`src/rtl/voice_allocator_if.sv`:
```
// Note-event handshake bus between the MIDI decoder and the voice allocator.
`timescale 1ns/1ps
interface voice_allocator_if #(
    parameter int unsigned NOTE_WIDTH     = 7,
    parameter int unsigned VELOCITY_WIDTH = 7
);
    logic                      ev_valid;
    logic                      ev_ready;
    logic                      ev_note_on;
    logic [NOTE_WIDTH-1:0]     ev_note;
    logic [VELOCITY_WIDTH-1:0] ev_velocity;

    modport master (output ev_valid, ev_note_on, ev_note, ev_velocity, input ev_ready);
    modport slave  (input ev_valid, ev_note_on, ev_note, ev_velocity, output ev_ready);
endinterface

```
`src/rtl/voice_allocator.sv`:
```
// Polyphonic voice allocator: maps note-on/off events onto a voice table.
// Define VOICE_STEAL_EN to steal the oldest voice when a note-on finds none free.
`timescale 1ns/1ps
module voice_allocator #(
    parameter int unsigned VOICE_COUNT    = 8,
    parameter int unsigned NOTE_WIDTH     = 7,
    parameter int unsigned VELOCITY_WIDTH = 7
) (
    input  logic                                         clk,
    input  logic                                         rst_n,
    voice_allocator_if.slave                             ev,
    output logic [VOICE_COUNT-1:0]                       voice_active,
    output logic [VOICE_COUNT-1:0][NOTE_WIDTH-1:0]       voice_note,
    output logic [VOICE_COUNT-1:0][VELOCITY_WIDTH-1:0]   voice_velocity,
    output logic                                         upd_valid,
    output logic [$clog2(VOICE_COUNT)-1:0]               upd_index,
    output logic                                         ev_dropped
);
    localparam int unsigned IDX_W = $clog2(VOICE_COUNT);
    localparam int unsigned AGE_W = IDX_W + 1;

    typedef enum logic [1:0] {IDLE, LOOKUP, UPDATE} state_t;

    state_t                           state, state_nxt;
    logic [NOTE_WIDTH-1:0]            note_q;
    logic [VELOCITY_WIDTH-1:0]        vel_q;
    logic                             on_q;
    logic [VOICE_COUNT-1:0][AGE_W-1:0] age;

    logic             hit_c, free_c, wr_c;
    logic [IDX_W-1:0] hit_idx_c, free_idx_c, wr_idx_c;
`ifdef VOICE_STEAL_EN
    logic             old_found_c;
    logic [IDX_W-1:0] old_idx_c;
    logic [AGE_W-1:0] old_age_c;
`endif

    // State register
    always_ff @(posedge clk or negedge rst_n) begin
        if (!rst_n) state <= IDLE;
        else        state <= state_nxt;
    end

    // Next state and ready
    always_comb begin
        state_nxt   = state;
        ev.ev_ready = 1'b0;
        case (state)
            IDLE: begin
                ev.ev_ready = 1'b1;
                if (ev.ev_valid) state_nxt = LOOKUP;
            end
            LOOKUP:  state_nxt = UPDATE;
            UPDATE:  state_nxt = IDLE;
            default: state_nxt = IDLE;
        endcase
    end

    // Event capture; velocity-0 note-on behaves as note-off
    always_ff @(posedge clk or negedge rst_n) begin
        if (!rst_n) begin
            note_q <= '0;
            vel_q  <= '0;
            on_q   <= 1'b0;
        end else if (state == IDLE && ev.ev_valid) begin
            note_q <= ev.ev_note;
            vel_q  <= ev.ev_velocity;
            on_q   <= ev.ev_note_on && (ev.ev_velocity != '0);
        end
    end

    // Table search: descending scan leaves the lowest matching index
    always_comb begin
        hit_c      = 1'b0;
        hit_idx_c  = '0;
        free_c     = 1'b0;
        free_idx_c = '0;
        for (int i = int'(VOICE_COUNT) - 1; i >= 0; i--) begin
            if (voice_active[i] && voice_note[i] == note_q) begin
                hit_c     = 1'b1;
                hit_idx_c = IDX_W'(i);
            end
            if (!voice_active[i]) begin
                free_c     = 1'b1;
                free_idx_c = IDX_W'(i);
            end
        end
    end

`ifdef VOICE_STEAL_EN
    // Oldest active voice; strict compare keeps the lowest index on ties
    always_comb begin
        old_found_c = 1'b0;
        old_idx_c   = '0;
        old_age_c   = '0;
        for (int i = 0; i < int'(VOICE_COUNT); i++) begin
            if (voice_active[i] && (!old_found_c || age[i] > old_age_c)) begin
                old_found_c = 1'b1;
                old_idx_c   = IDX_W'(i);
                old_age_c   = age[i];
            end
        end
    end
`endif

    // Target voice for this event, if any
    always_comb begin
        wr_c     = 1'b0;
        wr_idx_c = '0;
        if (hit_c) begin
            wr_c     = 1'b1;
            wr_idx_c = hit_idx_c;
        end else if (on_q && free_c) begin
            wr_c     = 1'b1;
            wr_idx_c = free_idx_c;
        end
`ifdef VOICE_STEAL_EN
        else if (on_q) begin
            wr_c     = 1'b1;
            wr_idx_c = old_idx_c;
        end
`endif
    end

    // Decision registered at end of LOOKUP so the pulses cover UPDATE only
    always_ff @(posedge clk or negedge rst_n) begin
        if (!rst_n) begin
            upd_valid  <= 1'b0;
            upd_index  <= '0;
            ev_dropped <= 1'b0;
        end else begin
            upd_valid  <= 1'b0;
            ev_dropped <= 1'b0;
            if (state == LOOKUP) begin
                upd_valid  <= wr_c;
                ev_dropped <= !wr_c;
                if (wr_c) upd_index <= wr_idx_c;
            end
        end
    end

    // Table write; note-off keeps note/velocity for the release phase
    always_ff @(posedge clk or negedge rst_n) begin
        if (!rst_n) begin
            voice_active   <= '0;
            voice_note     <= '0;
            voice_velocity <= '0;
            age            <= '0;
        end else if (state == UPDATE && upd_valid) begin
            if (on_q) begin
                for (int i = 0; i < int'(VOICE_COUNT); i++) begin
                    if (IDX_W'(i) == upd_index) begin
                        voice_active[i]   <= 1'b1;
                        voice_note[i]     <= note_q;
                        voice_velocity[i] <= vel_q;
                        age[i]            <= '0;
                    end else if (voice_active[i] && age[i] != '1) begin
                        age[i] <= age[i] + AGE_W'(1);
                    end
                end
            end else begin
                voice_active[upd_index] <= 1'b0;
            end
        end
    end
endmodule

```
`src/flat_wrapper.sv`:
```
// flat-port wrapper written by rule: the top's interface ports become plain ports
module voice_allocator_flat 
#(
    parameter int unsigned VOICE_COUNT    = 8,
    parameter int unsigned NOTE_WIDTH     = 7,
    parameter int unsigned VELOCITY_WIDTH = 7
)
  (clk, rst_n, voice_active, voice_note, voice_velocity, upd_valid, upd_index, ev_dropped, ev_ev_valid, ev_ev_note_on, ev_ev_note, ev_ev_velocity, ev_ev_ready);
  voice_allocator_if #(.NOTE_WIDTH(NOTE_WIDTH), .VELOCITY_WIDTH(VELOCITY_WIDTH)) ev_i ();
  input  logic clk;
  input  logic rst_n;
  output logic [VOICE_COUNT-1:0] voice_active;
  output logic [VOICE_COUNT-1:0][NOTE_WIDTH-1:0] voice_note;
  output logic [VOICE_COUNT-1:0][VELOCITY_WIDTH-1:0] voice_velocity;
  output logic upd_valid;
  output logic [$clog2(VOICE_COUNT)-1:0] upd_index;
  output logic ev_dropped;
  input wire logic [$bits(ev_i.ev_valid)-1:0] ev_ev_valid;
  input wire logic [$bits(ev_i.ev_note_on)-1:0] ev_ev_note_on;
  input wire logic [$bits(ev_i.ev_note)-1:0] ev_ev_note;
  input wire logic [$bits(ev_i.ev_velocity)-1:0] ev_ev_velocity;
  output wire logic [$bits(ev_i.ev_ready)-1:0] ev_ev_ready;
  assign ev_i.ev_valid = ev_ev_valid;
  assign ev_i.ev_note_on = ev_ev_note_on;
  assign ev_i.ev_note = ev_ev_note;
  assign ev_i.ev_velocity = ev_ev_velocity;
  assign ev_ev_ready = ev_i.ev_ready;
  voice_allocator #(.VOICE_COUNT(VOICE_COUNT), .NOTE_WIDTH(NOTE_WIDTH), .VELOCITY_WIDTH(VELOCITY_WIDTH)) u_core (.clk(clk), .rst_n(rst_n), .ev(ev_i), .voice_active(voice_active), .voice_note(voice_note), .voice_velocity(voice_velocity), .upd_valid(upd_valid), .upd_index(upd_index), .ev_dropped(ev_dropped));
endmodule
```
`config.mk`:
```
export PLATFORM = sky130hd
export DESIGN_NAME = voice_allocator_flat
export DESIGN_NICKNAME = d
export VERILOG_FILES = /design/src/rtl/voice_allocator_if.sv /design/src/rtl/voice_allocator.sv /design/src/flat_wrapper.sv
export SDC_FILE = /design/constraint.sdc
export NUM_CORES = 1
export LEC_CHECK = 0
export ABC_AREA = 1
export BUFFER_PORTS_ARGS = -buffer_cell sky130_fd_sc_hd__buf_2
export CORE_MARGIN = 2
export CORE_UTILIZATION = 55
export CTS_BUF_LIST = sky130_fd_sc_hd__clkbuf_8
export DETAILED_ROUTE_END_ITERATION = 10
export GPL_TIMING_DRIVEN = 0
export PLACE_DENSITY = 0.81
export SETUP_SLACK_MARGIN = 0.3
export SYNTH_ARGS = -nofsm -noshare
export SYNTH_HDL_FRONTEND = slang
export SYNTH_SLANG_ARGS = --single-unit
```
`constraint.sdc`:
```
create_clock -name clk -period 1.95 [get_ports clk]
set_input_delay 0 -clock clk [delete_from_list [all_inputs] [get_ports clk]]
set_output_delay 0 -clock clk [all_outputs]
set_load 0.02 [all_outputs]
```
==> reports/qor.txt <==
# diodes = 0
Post-synth EDFFs = 0
RSZ-0062 raised after global routing = yes
max-slew violation count = 0
Top FF cell, synth = dfrtp_1
Area growth syn-to-layout = 32.7%
total CTS buffers = 17
DIE WIDTH = 112 um
worst-path maximum fanout = 8
commonest non-fill, non-tap cell in the layout = nand2_1
IO Port Bufs = 143
Post-DP Area = 0.00733 mm^2
TritonCTS clock tree = yes
Clock Tree Buf Depth = 2
outcome = completed
post-layout min period = 1810 ps
initial antenna violation count = 0
Final #Nets = 1,014
Setup Crit Path Kind = reg -> reg
post-route ant nets = 0
core area = 0.0114 mm^2
Worst Tran Pin Value = 533 ps
vias in the first global route = 5,877
Async SR Flop Fraction = 100%
# setup viols final = 0
CP Data Required Time = 2280 ps
final hold viol count = 0
maximum vdd drop = 0.568 mV
Starting Density = 56.3%
drt pass-1 iters = 8
share of layout cells above drive strength 1 = 30.7%
post-synthesis cell area = 0.00640 mm^2
synth warn = 0
Final period util = 92.7%
hold crit path type = in -> async
clock sink total = 142
Syn Area/Cell = 8.24 um^2
Syn Nets = 794
crit end category = register
hpwl dp = 12.6 mm
Via density = 5.45
Synth Instances = 776
Worst setup SP type = register
Hold WS = 79.2 ps
DR vias = 6,277
pin count of the biggest net entering global routing = 93
1st-iter DRT viols = 574
Avg WL per Cell = 16.7 um
first-pass GRT wire length = 30.3 mm
Yosys cell types = 30
final setup skew = 14.5 ps
post-layout instance area = 0.00849 mm^2
DRC Markers = 0
most frequent cells in the layout = nand2_1 (268), buf_2 (148), o21ai_0 (137), dfrtp_1 (137), inv_1 (65)
post-synthesis sequential area ratio = 55.5%
die area = 0.0125 mm^2
setup_tns = 0 ps
clk root buf = clkbuf_8
leakage = 0.00440 uW
PwrDens = 889 mW/mm^2
Synth Register Bits = 142
clock latency on the worst-skew pair = 440 ps
total wire length = 19.2 mm
Highest Clock Rate = 0.553 GHz
Ports = 144
H-tree depth = 4
FP Rows = 39
GPL Wtd Cong = 0.976
crit path DAT = 2140 ps
Max-slew headroom = 64.5%
clock slew at reported path FFs = 90 ps
GR Overflow Total = 0
All-Layer GR Usage = 31.0%
Die Ht = 112 um
max_cap viols = 0
## routing by layer
metal | global-route usage [%] | wire length [um] | share of wire [%]
met1 | 42.2 | 7830 | 41
met4 | 11.6 | 595 | 3.1
met5 | 0 | 0 | 0
met3 | 8.22 | 1660 | 8.6
met2 | 48.5 | 9150 | 48
## synth_stat cells, types with 3 or more instances
cell | n | share of area, %
nand2_1 | 276 | 16
clkbuf_1 | 15 | 0.88
nor3_1 | 7 | 0.55
buf_6 | 5 | 0.88
nor4_1 | 3 | 0.29
inv_2 | 7 | 0.41
inv_1 | 68 | 4.0
nor2_1 | 34 | 2.0
buf_2 | 12 | 0.94
dfrtp_1 | 142 | 56
o21ai_0 | 140 | 11
a21oi_1 | 5 | 0.39
buf_4 | 7 | 0.82
nand3_1 | 13 | 1.0
xnor2_1 | 17 | 2.3
nand4_1 | 5 | 0.49
nand2_2 | 6 | 0.59
## power by group
| group | switching (uW) | internal, uW | leakage (uW) |
|---|---|---|---|
| clock network | 1260 | 957 | 0.000178 |
| registers | 156 | 3140 | 0.00194 |
| logic | 1250 | 786 | 0.00228 |
## stage by stage
stage          power, uW  setup slack [ps]  util, %  std cells
2_1_floorplan       4340               317        -        776
3_3_place_gp        4850             -1320     64.1       1062
3_5_place_dp        4890              14.9     64.4       1063
4_1_cts             7380               250     72.8       1138
5_1_grt             7890              49.5     74.7       1152
6_report            7550               142     74.7       1152
## worst max-delay path, cell delays in order (launching register included)
cell and delay (ps):
dfrtp_1 380, buf_6 150, buf_4 150, xnor2_1 150
nand2_1 110, nor2_2 110, nand2_2 80, nand2_2 90
nor2_4 50, buf_4 140, nand2_1 60, nor2_1 50
nor2_1 130, a21oi_2 70
## final cells by class
class / count / area [um^2]
timing repair buffer: 200 / 1250
multi-input combinational: 519 / 2490
clock inverter: 14 / 123
tap: 143 / 179
sequential: 142 / 3560
timing repair inverter: 1 / 6.26
fill: 808 / 2880
buffer: 39 / 322
clock buffer: 18 / 248
inverter: 76 / 315
## logic make-up (layout without fill, tap and decap cells)
kind of cell / Yosys count / in the layout / share of synthesized area, %
xor gates and xnor gates: 17 / 17 / 2.33
DFF: 142 / 142 / 55.5
AOI/OAI and AO/OA: 151 / 151 / 12.2
and+or+nand+nor: 351 / 351 / 21.9
buffers and inverters: 115 / 348 / 8.02
## timing repair
action                                  4_1_cts  5_1_grt
pin swaps                                     8       22
setup buffers                                26       13
resized for setup                            58       48
gates cloned                                  1        0
hold endpoints to repair                     88        3
hold buffers                                 16        1
endpoints found under the setup margin      115      128
## final timing paths
check | start | endpoint | slack [ps] | depth (start not counted)
worst min-delay path | rst_n | u_core.voice_active[6] | 80 | 2
max in group asynchronous | rst_n | u_core.note_q[0] | 1040 | 3
worst min register to register | u_core.voice_velocity[48] | u_core.voice_velocity[48] | 490 | 2
worst max-delay path | u_core.note_q[2] | u_core.upd_index[0] | 140 | 13
min in group clk | ev_ev_velocity[2] | u_core.vel_q[2] | 340 | 4
worst max register to register | u_core.note_q[2] | u_core.upd_index[0] | 140 | 13
## sequential cells by signal, summed over array words and instances, names as in the netlist
register               flops
u_core.ev_dropped          1
u_core.note_q              7
u_core.on_q                1
u_core.state               2
u_core.upd_index           3
u_core.upd_valid           1
u_core.vel_q               7
u_core.voice_active        8
u_core.voice_note         56
u_core.voice_velocity     56
Power figures use the tool's default switching activity.
